==> src/rtl/piso_serializer.sv <==
// Parallel-in/serial-out shifter with a valid/ready load port. A new word can be
// accepted on the final-bit edge, so consecutive words stream with no idle cycle.
module piso_serializer #(
  parameter int WIDTH     = 4,
  parameter bit MSB_FIRST = 1'b1
) (
  input  logic             clk,
  input  logic             clear,
  input  logic [WIDTH-1:0] data,
  input  logic             load_valid,
  output logic             load_ready,
  output logic             sout,
  output logic             sout_valid,
  output logic             last,
  output logic             busy
);

  localparam int CW = $clog2(WIDTH);
  localparam logic [CW-1:0] CNT_LAST = CW'(WIDTH - 1);

  typedef enum logic {IDLE = 1'b0, SHIFT = 1'b1} state_t;

  state_t           state;
  state_t           state_nxt;
  logic [CW-1:0]    cnt;
  logic [WIDTH-1:0] shreg;
  logic             at_last;
  logic             accept;

  // Move the register one place toward the output end, filling with zero.
  function automatic logic [WIDTH-1:0] shift_once(input logic [WIDTH-1:0] v);
    if (MSB_FIRST) return {v[WIDTH-2:0], 1'b0};
    else           return {1'b0, v[WIDTH-1:1]};
  endfunction

  assign at_last    = (state == SHIFT) && (cnt == CNT_LAST);
  assign load_ready = !clear && ((state == IDLE) || at_last);
  assign accept     = load_valid && load_ready;

  always_ff @(posedge clk) begin
    if (clear) state <= IDLE;
    else       state <= state_nxt;
  end

  always_comb begin
    state_nxt = state;
    case (state)
      IDLE:    if (accept) state_nxt = SHIFT;
      SHIFT:   if (at_last) state_nxt = accept ? SHIFT : IDLE;
      default: state_nxt = IDLE;
    endcase
  end

  always_comb begin
    sout       = 1'b0;
    sout_valid = 1'b0;
    last       = 1'b0;
    busy       = 1'b0;
    if (state == SHIFT) begin
      sout       = MSB_FIRST ? shreg[WIDTH-1] : shreg[0];
      sout_valid = 1'b1;
      last       = at_last;
      busy       = 1'b1;
    end
  end

  // Clear also wipes the word in flight so an aborted word leaves no residue.
  always_ff @(posedge clk) begin
    if (clear) begin
      shreg <= '0;
      cnt   <= '0;
    end else if (accept) begin
      shreg <= data;
      cnt   <= '0;
    end else if (at_last) begin
      shreg <= '0;
      cnt   <= '0;
    end else if (state == SHIFT) begin
      shreg <= shift_once(shreg);
      cnt   <= cnt + 1'b1;
    end
  end

endmodule

==> config.mk <==
export PLATFORM = sky130hd
export DESIGN_NAME = piso_serializer
export DESIGN_NICKNAME = d
export VERILOG_FILES = /design/src/rtl/piso_serializer.sv
export SDC_FILE = /design/constraint.sdc
export NUM_CORES = 1
export LEC_CHECK = 0
export CAP_MARGIN = 10
export CORE_AREA = 10 10 47 49
export CTS_BUF_LIST = sky130_fd_sc_hd__clkbuf_8
export DETAILED_ROUTE_END_ITERATION = 7
export DIE_AREA = 0 0 57 59
export PLACE_DENSITY = 0.61
export SYNTH_ARGS = -nofsm -noshare
export SYNTH_HDL_FRONTEND = slang
export SYNTH_SLANG_ARGS = --single-unit
==> constraint.sdc <==
create_clock -name clk -period 1.5 [get_ports clk]
set_clock_uncertainty 0.2 [all_clocks]
set_input_delay 0.225 -clock clk [delete_from_list [all_inputs] [get_ports clk]]
set_output_delay 0.225 -clock clk [all_outputs]
set_load 0.03 [all_outputs]
==> reports/qor.yml, run 1 <==
rr_startpoint: "cnt[1]"
p_leak_nw: 0.272
pwr-share-comb_pct: 19.2
wl_per_cell_um: 11.8
synth_cells: 37
fillers: 140
multi_input_area_sq_um: 209
endpoint_kind: "output port"
min_to: "cnt[1]"
hold_path.startpoint: "clear"
dieArea_sq_mm: 0.00336
rsz0062_at_grt: "yes"
cp-start-kind: "register"
r2r_cells: 4
first_global_vias: 352
floorplan.initialDensity_pct: 24.9
yosysSeqAreaShare_pct: 40.1
clkPwrFrac_pct: 45.0
io_buffers: 11
critPathArrivalTime_ps: 1160
switching_share_pct: 23.8
ir_drop_mv: 0.347
hold_violations: 0
grt_pass1_wl_mm: 1.46
intPower_uw: 438
final-max-slew-violation-count: 0
area_growth_pct: 75.3
cpPeakStageDelay_ps: 330
clock_latency_ps: 230
grt_max_degree: 9
vias: 332
die_w_um: 57
grt_use_total_pct: 5.51
setup_violations: 1
num_antenna_cells: 0
fmax_mhz: 632
crit_fanout: 4
power_switching_uw: 137
dpl.hpwl_um: 640
required_ps: 1070
ys_ff_latch: 7
drc_errors: 0
synth_fp_nets: 45
postLayoutCoreUtil_pct: 43.7
synth_cell_types: 18
drt_first_pass_iters: 4
rows: 14
reg2reg_to: "shreg[1]"
drt_iter0_drc: 7
hold_class: "in -> reg"
place_congestion: 0.671
cp_cell_sequence: "ha_4, and2b_4, nor2_4, buf_6"
worst_pin_slew_ps: 247
slew_headroom_pct: 83.3
p_per_area_mw_per_mm2: 939
root_buffer: "clkbuf_8"
cts.reportedPaths.clkPinSlew_ps: 40
numCtsBuffers: 3
min_period_ps: 1580
clockBufferDepth: 2
drv_cap: 0
fin_ws_ps: -82.0
syn_area_sq_um: 349
syn_avg_cell_area_sq_um: 9.43
routed_wl_um: 893
violations: "setup timing"
status: "finished, violations left"
yosysWarnings: 0
power_uw: 575
pin_count: 12
drive_gt1_share_pct: 45.0
finalCritPeriodShare_pct: 105
nets: 69
reg2reg_setup_slack_ps: 20
cts_num_sinks: 7
ant_nets: 0
power_frac_seq_pct: 35.8
grt-ovfl-total: 0
slowest_stage: "dfxtp_2"
via_per_inst: 4.37
cts_htree_levels: 1
fp.dieH_um: 59
whs_path_depth: 3
fp.coreArea_sq_mm: 0.00140
crit_type: "reg -> out"
antenna_found_initial: 0
seq_area_sq_um: 144
cts_tree: "done"
==> metal layers <==
metal	share of wire (%)	up-vias	GRT usage [%]
met5	0	-	0
met3	6.8	2	1.72
met2	45	10	8.06
met1	46	145	5.89
met4	2.7	0	6.04
li1	-	175	-
==> state kept, by name, summed over array words and instances, names as in the netlist <==
register,count
shreg,4
state,1
cnt,2
==> synth_stat cells <==
cell / number / area [sq um]
dfxtp_1: 7 / 140
nor2_1: 7 / 26.3
a221o_1: 3 / 30.0
and2_1: 3 / 18.8
buf_4: 2 / 15.0
mux2i_1: 2 / 20.0
nor2b_1: 2 / 12.5
and2b_4: 1 / 10.0
and3b_1: 1 / 8.76
clkbuf_1: 1 / 3.75
ha_1: 1 / 12.5
inv_1: 1 / 3.75
nand2_1: 1 / 3.75
nand3_1: 1 / 5.00
nor3b_2: 1 / 12.5
nor4b_1: 1 / 8.76
o21a_1: 1 / 7.51
o32a_1: 1 / 10.0
==> through the flow <==
stage | instance area (sq um) | std cells | setup TNS (ps) | hold slack (ps) | setup slack (ps)
finish | 612 | 76 | -82.0 | 366 | -82.0
global route | 612 | 76 | -186 | 400 | -117
CTS | 607 | 76 | -78.4 | 356 | -78.4
detailed placement | 527 | 71 | -443 | 362 | -126
global placement | 527 | 71 | -414 | 356 | -115
floorplan | 353 | 37 | -7.69 | 164 | -3.87
==> cells by family after synthesis <==
| family | synth area share [%] |
|---|---|
| adders and majority gates | 3.58 |
| buffers and inverters | 6.45 |
| DFF | 40.1 |
| AOI/OAI and AO/OA | 13.6 |
| and+or+nand+nor | 30.5 |
| muxes | 5.73 |
==> power by group through the flow <==
stage          sequential, mW  clock, mW  combinational (mW)
5_1_grt                 0.207      0.283               0.120
4_1_cts                 0.206      0.270               0.109
3_5_place_dp            0.207          0               0.106
2_1_floorplan           0.212          0              0.0506
3_3_place_gp            0.207          0               0.105
6_report                0.206      0.259               0.110
==> worst max-delay path by stage <==
stage                start         end  cells after the start
finish              cnt[1]  load_ready                      4
global route        cnt[1]  load_ready                      4
CTS                 cnt[1]  load_ready                      4
detailed placement   clear    shreg[2]                      4
global placement     clear    shreg[2]                      4
floorplan           cnt[0]    shreg[2]                      4
==> critical path, delay by kind of cell, from the launching register on <==
kind | cells | cell delay, ps
adder cells (fa/ha/maj) | 1 | 160
buffers and inverters | 1 | 130
flip-flops | 1 | 330
AND/OR/NAND/NOR | 2 | 320
==> final cells by class <==
| type | instances | area share, % |
|---|---|---|
| Inverter | 1 | 0.613 |
| Timing Repair Buffer | 22 | 31.1 |
| Sequential cell | 7 | 23.5 |
| Multi-Input combinational cell | 26 | 34.2 |
| Tap cell | 16 | 3.27 |
| Clock inverter | 1 | 0.613 |
| Clock buffer | 3 | 6.75 |
==> cell usage in the layout, fill, tap and decap left out <==
| cell type | synthesis | layout |
|---|---|---|
| a221o_1 | 3 | 3 |
| and2_1 | 3 | 2 |
| and2_4 | 0 | 1 |
| and2b_4 | 1 | 1 |
| and3b_1 | 1 | 1 |
| buf_4 | 2 | 13 |
| buf_6 | 0 | 3 |
| clkbuf_8 | 0 | 3 |
| clkdlybuf4s50_1 | 0 | 5 |
| dfxtp_1 | 7 | 4 |
| dfxtp_2 | 0 | 3 |
| dlygate4sd2_1 | 0 | 1 |
| ha_4 | 0 | 1 |
| inv_1 | 1 | 2 |
| mux2i_1 | 2 | 2 |
| nand2_1 | 1 | 1 |
| nand3_1 | 1 | 1 |
| nor2_1 | 7 | 6 |
| nor2_4 | 0 | 1 |
| nor2b_1 | 2 | 2 |
| nor3b_2 | 1 | 1 |
| nor4b_1 | 1 | 1 |
| o21a_1 | 1 | 1 |
| o32a_1 | 1 | 1 |
==> repair_timing <==
action / 4_1_cts / 5_1_grt
setup buffers: 1 / 0
gates cloned: 0 / 0
gates resized for setup: 9 / 1
setup endpoints to repair: 4 / 4
pin swaps: 2 / 2
hold buffers: 0 / 0
(Power assumes the default switching activity.)
==> run 2, diff against run 1 <==
--- a/config.mk
+++ b/config.mk
@@ -7,3 +7,2 @@
 export LEC_CHECK = 0
-export CAP_MARGIN = 10
 export CORE_AREA = 10 10 47 49
--- a/constraint.sdc
+++ b/constraint.sdc
@@ -4,2 +4,2 @@
 set_output_delay 0.225 -clock clk [all_outputs]
-set_load 0.03 [all_outputs]
+set_load 0.01 [all_outputs]
==> run 2 against run 1 <==
Against the previous run:
- flip-flop and latch count unchanged
- clock power hardly changed
- the run still ends with setup timing left
- first-iteration DRC count decreased by 100%
- critical path depth unchanged
- setup slack improved by 23 ps
- highest routed layer unchanged
- sequential power about the same
- final cell count is 1.3% higher
- sequential share of layout area fell by 0.43 points
- combinational power is 8% lower
- critical path type unchanged
- power is 0.96% lower
- clock-buffer cell count stayed put
- fmax up 1.5%
==> reports/qor.yml, run 2 (synthesis gave the netlist of run 1 again) <==
final_cell_mix: "buf_4 (10), nor2_1 (6), clkdlybuf4s50_1 (6)"
fp.dieH_um: 59
rows: 14
die_w_um: 57
antenna_found_initial: 0
cts_tree: "done"
p_per_area_mw_per_mm2: 913
drt_iter0_drc: 0
stdcell_area_sq_um: 623
min_period_ps: 1560
dp.cells: 69
fp.coreArea_sq_mm: 0.00140
drive_gt1_share_pct: 41.0
endpoint_kind: "output port"
ant_nets: 0
hold_violations: 0
place_ws_ps: -249
grt_use_total_pct: 6.10
io_buffers: 11
num_antenna_cells: 0
pin_count: 12
regMostFlops: "shreg"
cts_htree_levels: 1
drt_first_pass_iters: 1
via_per_inst: 4.49
wl_per_cell_um: 11.9
dieArea_sq_mm: 0.00336
root_buffer: "clkbuf_8"
fmax_mhz: 641
floorplan.initialDensity_pct: 24.9
place_congestion: 0.748
setup_violations: 4
p_leak_nw: 0.282
placed_cell_area_sq_um: 520
drc_errors: 0
crit_type: "reg -> out"
dpl.hpwl_um: 655
final-max-slew-violation-count: 0
rsz0062_at_grt: "yes"
ir_drop_mv: 0.480
hold_class: "reg -> reg"
grt_pass1_wl_mm: 1.59
required_ps: 1070
first_global_vias: 356
crit_fanout: 2
cp-start-kind: "register"
fillers: 144
drv_cap: 0
area_growth_pct: 78.5
routed_wl_um: 916
clock_latency_ps: 230
slew_headroom_pct: 81.8
largest_reg_flops: 4
grt_max_degree: 10
worst_pin_slew_ps: 269
status: "finished, violations left"
vias: 346
fin_ws_ps: -59.0
reg2reg_setup_slack_ps: -40
fin_cells: 77
cts_num_sinks: 7
numCtsBuffers: 3
cts.reportedPaths.clkPinSlew_ps: 40
final_common_cell: "buf_4"
nets: 70
postLayoutCoreUtil_pct: 44.5
violations: "setup timing"
ctsHoldBuffers: 0
reg.largest.list: "shreg: 4 flops, cnt: 2 flops, state: 1 flops"
clockBufferDepth: 2
critPathArrivalTime_ps: 1130
grt-ovfl-total: 0
finalCritPeriodShare_pct: 104
run 2: layer usage:
metal  track usage, %  wire (um)  up-vias
met5                0          0        -
met4             7.05         33        0
met3             2.15         36        4
met2             8.53        409        8
met1             6.56        437      157
li1                 -          -      177
run 2: power breakdown:
group	total (mW)	internal, mW	switching (mW)
clock network	0.262	0.177	0.0846
registers	0.206	0.199	0.00688
logic	0.101	0.0628	0.0385
total	0.569	0.439	0.130
run 2: final timing paths:
kind	startpoint	end	depth (start not counted)
worst max-delay path	cnt[0]	load_ready	4
worst min-delay path	shreg[0]	shreg[1]	2
worst max register to register	cnt[0]	shreg[1]	5
worst min register to register	shreg[0]	shreg[1]	2
run 2: cell type report:
type                    instances  area, sq um  share of cell area (%)
clock inverters                 1         3.75                   0.602
well taps                      16         20.0                    3.21
flip-flops and latches          7          144                    23.1
multi-input cells              26          210                    33.7
clock buffers                   3         41.3                    6.63
inverters                       1         3.75                   0.602
repair buffers                 23          200                    32.1
run 2: per-stage QoR:
stage	TNS, ps	hold slack, ps	total power, mW
floorplan	0	164	0.251
global placement	-820	356	0.299
finish	-122	413	0.569
global route	-313	417	0.597
detailed placement	-822	366	0.300
CTS	-120	388	0.573
run 2: worst max-delay path, cell delays in order, from the launching register on:
cell and delay (ps):
dfxtp_2 330, ha_4 160, and2b_4 260, nor2_2 30
buf_2 130
run 2: timing repair:
item | in CTS | in global routing
resized for setup | 19 | 3
buffers inserted | 2 | 2
endpoints found under the setup margin | 8 | 5
pin swaps | 5 | 1
==> edit (settings of run 2) <==
Set the parameter `WIDTH` to 2 (it was 4).
--- a/src/rtl/piso_serializer.sv
+++ b/src/rtl/piso_serializer.sv
@@ -1,7 +1,7 @@
 // Parallel-in/serial-out shifter with a valid/ready load port. A new word can be
 // accepted on the final-bit edge, so consecutive words stream with no idle cycle.
 module piso_serializer #(
-  parameter int WIDTH     = 4,
+  parameter int WIDTH     = 2,
   parameter bit MSB_FIRST = 1'b1
 ) (
   input  logic             clk,
Ports: changed (resized data); port bits go from 12 to 10. The function was not compared with the original's and may differ.
==> edit against run 2 <==
Sequential cell count is 3 lower. Wire length is 39% lower. Fmax up 8.2%. Non-clock buffer count down 8. Area after synthesis is 40% lower. Power decreased by 27%. Cell area fell by 37%. Sequential power is 42% lower. Worst setup slack better by 0.12 ns. Critical endpoint is now shreg[1]. Utilization is 17 points lower. Count of clock-buffer cells in the layout stayed put. Synthesized cell count fell by 43%.
==> edit: results <==
{
  "arrival_ns": 1.35,
  "grt_first_pass_wirelength_mm": 1.00,
  "grt_max_degree": 8,
  "top_regs": "shreg (2), cnt (1), state (1)",
  "cts_htree_levels": 1,
  "synth_flop_cell": "dfxtp_1",
  "drt_iter0_drc": 0,
  "post_dp_cell_area_um2": 358,
  "clk_pin_slew_ns": 0.03,
  "fillCellCount": 153,
  "ys_top_cells_by_count": "dfxtp_1, a21oi_1, and2_1",
  "synthXorXnorAreaFrac": 0,
  "async_reset_ff_frac": 0,
  "grt_pass1_vias": 235,
  "wirelength_um": 563,
  "path_max_fanout": 3,
  "ctsResizeCount": 9,
  "numCtsBuffers": 3,
  "synth_compound_area_frac": 0.125,
  "status": "finished, final reports clean",
  "leakage_nw": 0.185,
  "clock_path_buffers": 2,
  "yosys_warnings": 0,
  "synth_cell_types": 16,
  "post-cts-setup-buffer-count": 0,
  "root_buffer": "clkbuf_8",
  "maxSlewHeadroom": 0.825,
  "drive_gt1_frac": 0.421,
  "place.gp.congestion": 0.703,
  "ys_seq_area_frac": 0.381,
  "io_buffers": 9,
  "clkLatencyLatePin_ns": 0.22,
  "place_ws_ns": -0.269,
  "synthTopCellsByArea": "dfxtp_1, mux2_4, and2_1",
  "antennaDiodeCount": 0,
  "vias": 210,
  "grt_usage": 0.0411,
  "antenna_found_initial": 0,
  "synth_fa_ha_area_frac": 0,
  "synth_mux_area_frac": 0.119,
  "syn-num-nets": 26,
  "hold_class": "flop to flop",
  "first_pass_iters": 1,
  "fin_nets": 45,
  "peakVddDrop_uv": 555
}
[edit: cell count changes after synthesis, moves of 2 or more]
cell     change
a21oi_1      +2
a221o_1      -3
dfxtp_1      -3
nor2_1       -6
[edit: path summary, 6_finish.rpt]
kind,startpoint,endpoint,slack [ns],cells past startpoint
setup / recovery,load_valid,shreg[1],0.06,3
hold / removal,state,state,0.29,2
setup reg to reg,state,cnt,0.14,4
hold reg to reg,state,state,0.29,2
[edit: report_power, final]
part           switching [mW]  leakage, nW  total, mW  internal, mW
clock network          0.0565       0.0216      0.228         0.171
registers             0.00442       0.0333      0.120         0.115
logic                  0.0265        0.131     0.0706        0.0441
[edit: critical path, stage by stage]
cell and delay [ns]:
clkdlybuf4s50_1 0.53, mux2_4 0.31, a211o_1 0.28
[edit: layout make-up]
cell class / instances / area (um2) / area share
multi-input combinational: 15 / 126 / 0.324
timing repair buffer: 15 / 118 / 0.301
sequential: 4 / 81.3 / 0.208
clock buffer: 3 / 41.3 / 0.106
tap: 16 / 20.0 / 0.0513
inverter: 1 / 3.75 / 0.00962
[edit: layer usage]
layer,GRT usage,vias to the layer above,share of wire
li1,-,110,-
met4,0.0302,0,0.021
met3,0.0515,5,0.17
met1,0.0393,83,0.51
met2,0.0450,12,0.30
met5,0,-,0
[edit: stage by stage]
stage / instances / TNS, ns
finish: 54 / 0
global route: 54 / 0
CTS: 54 / 0
floorplan: 21 / 0
global placement: 51 / -0.537
detailed placement: 51 / -0.565
[edit: cells by family after synthesis]
group                  Yosys count
multiplexers                     2
buffers and inverters            2
AO/OA/AOI/OAI                    4
flip-flops                       4
AND/OR/NAND/NOR                  9
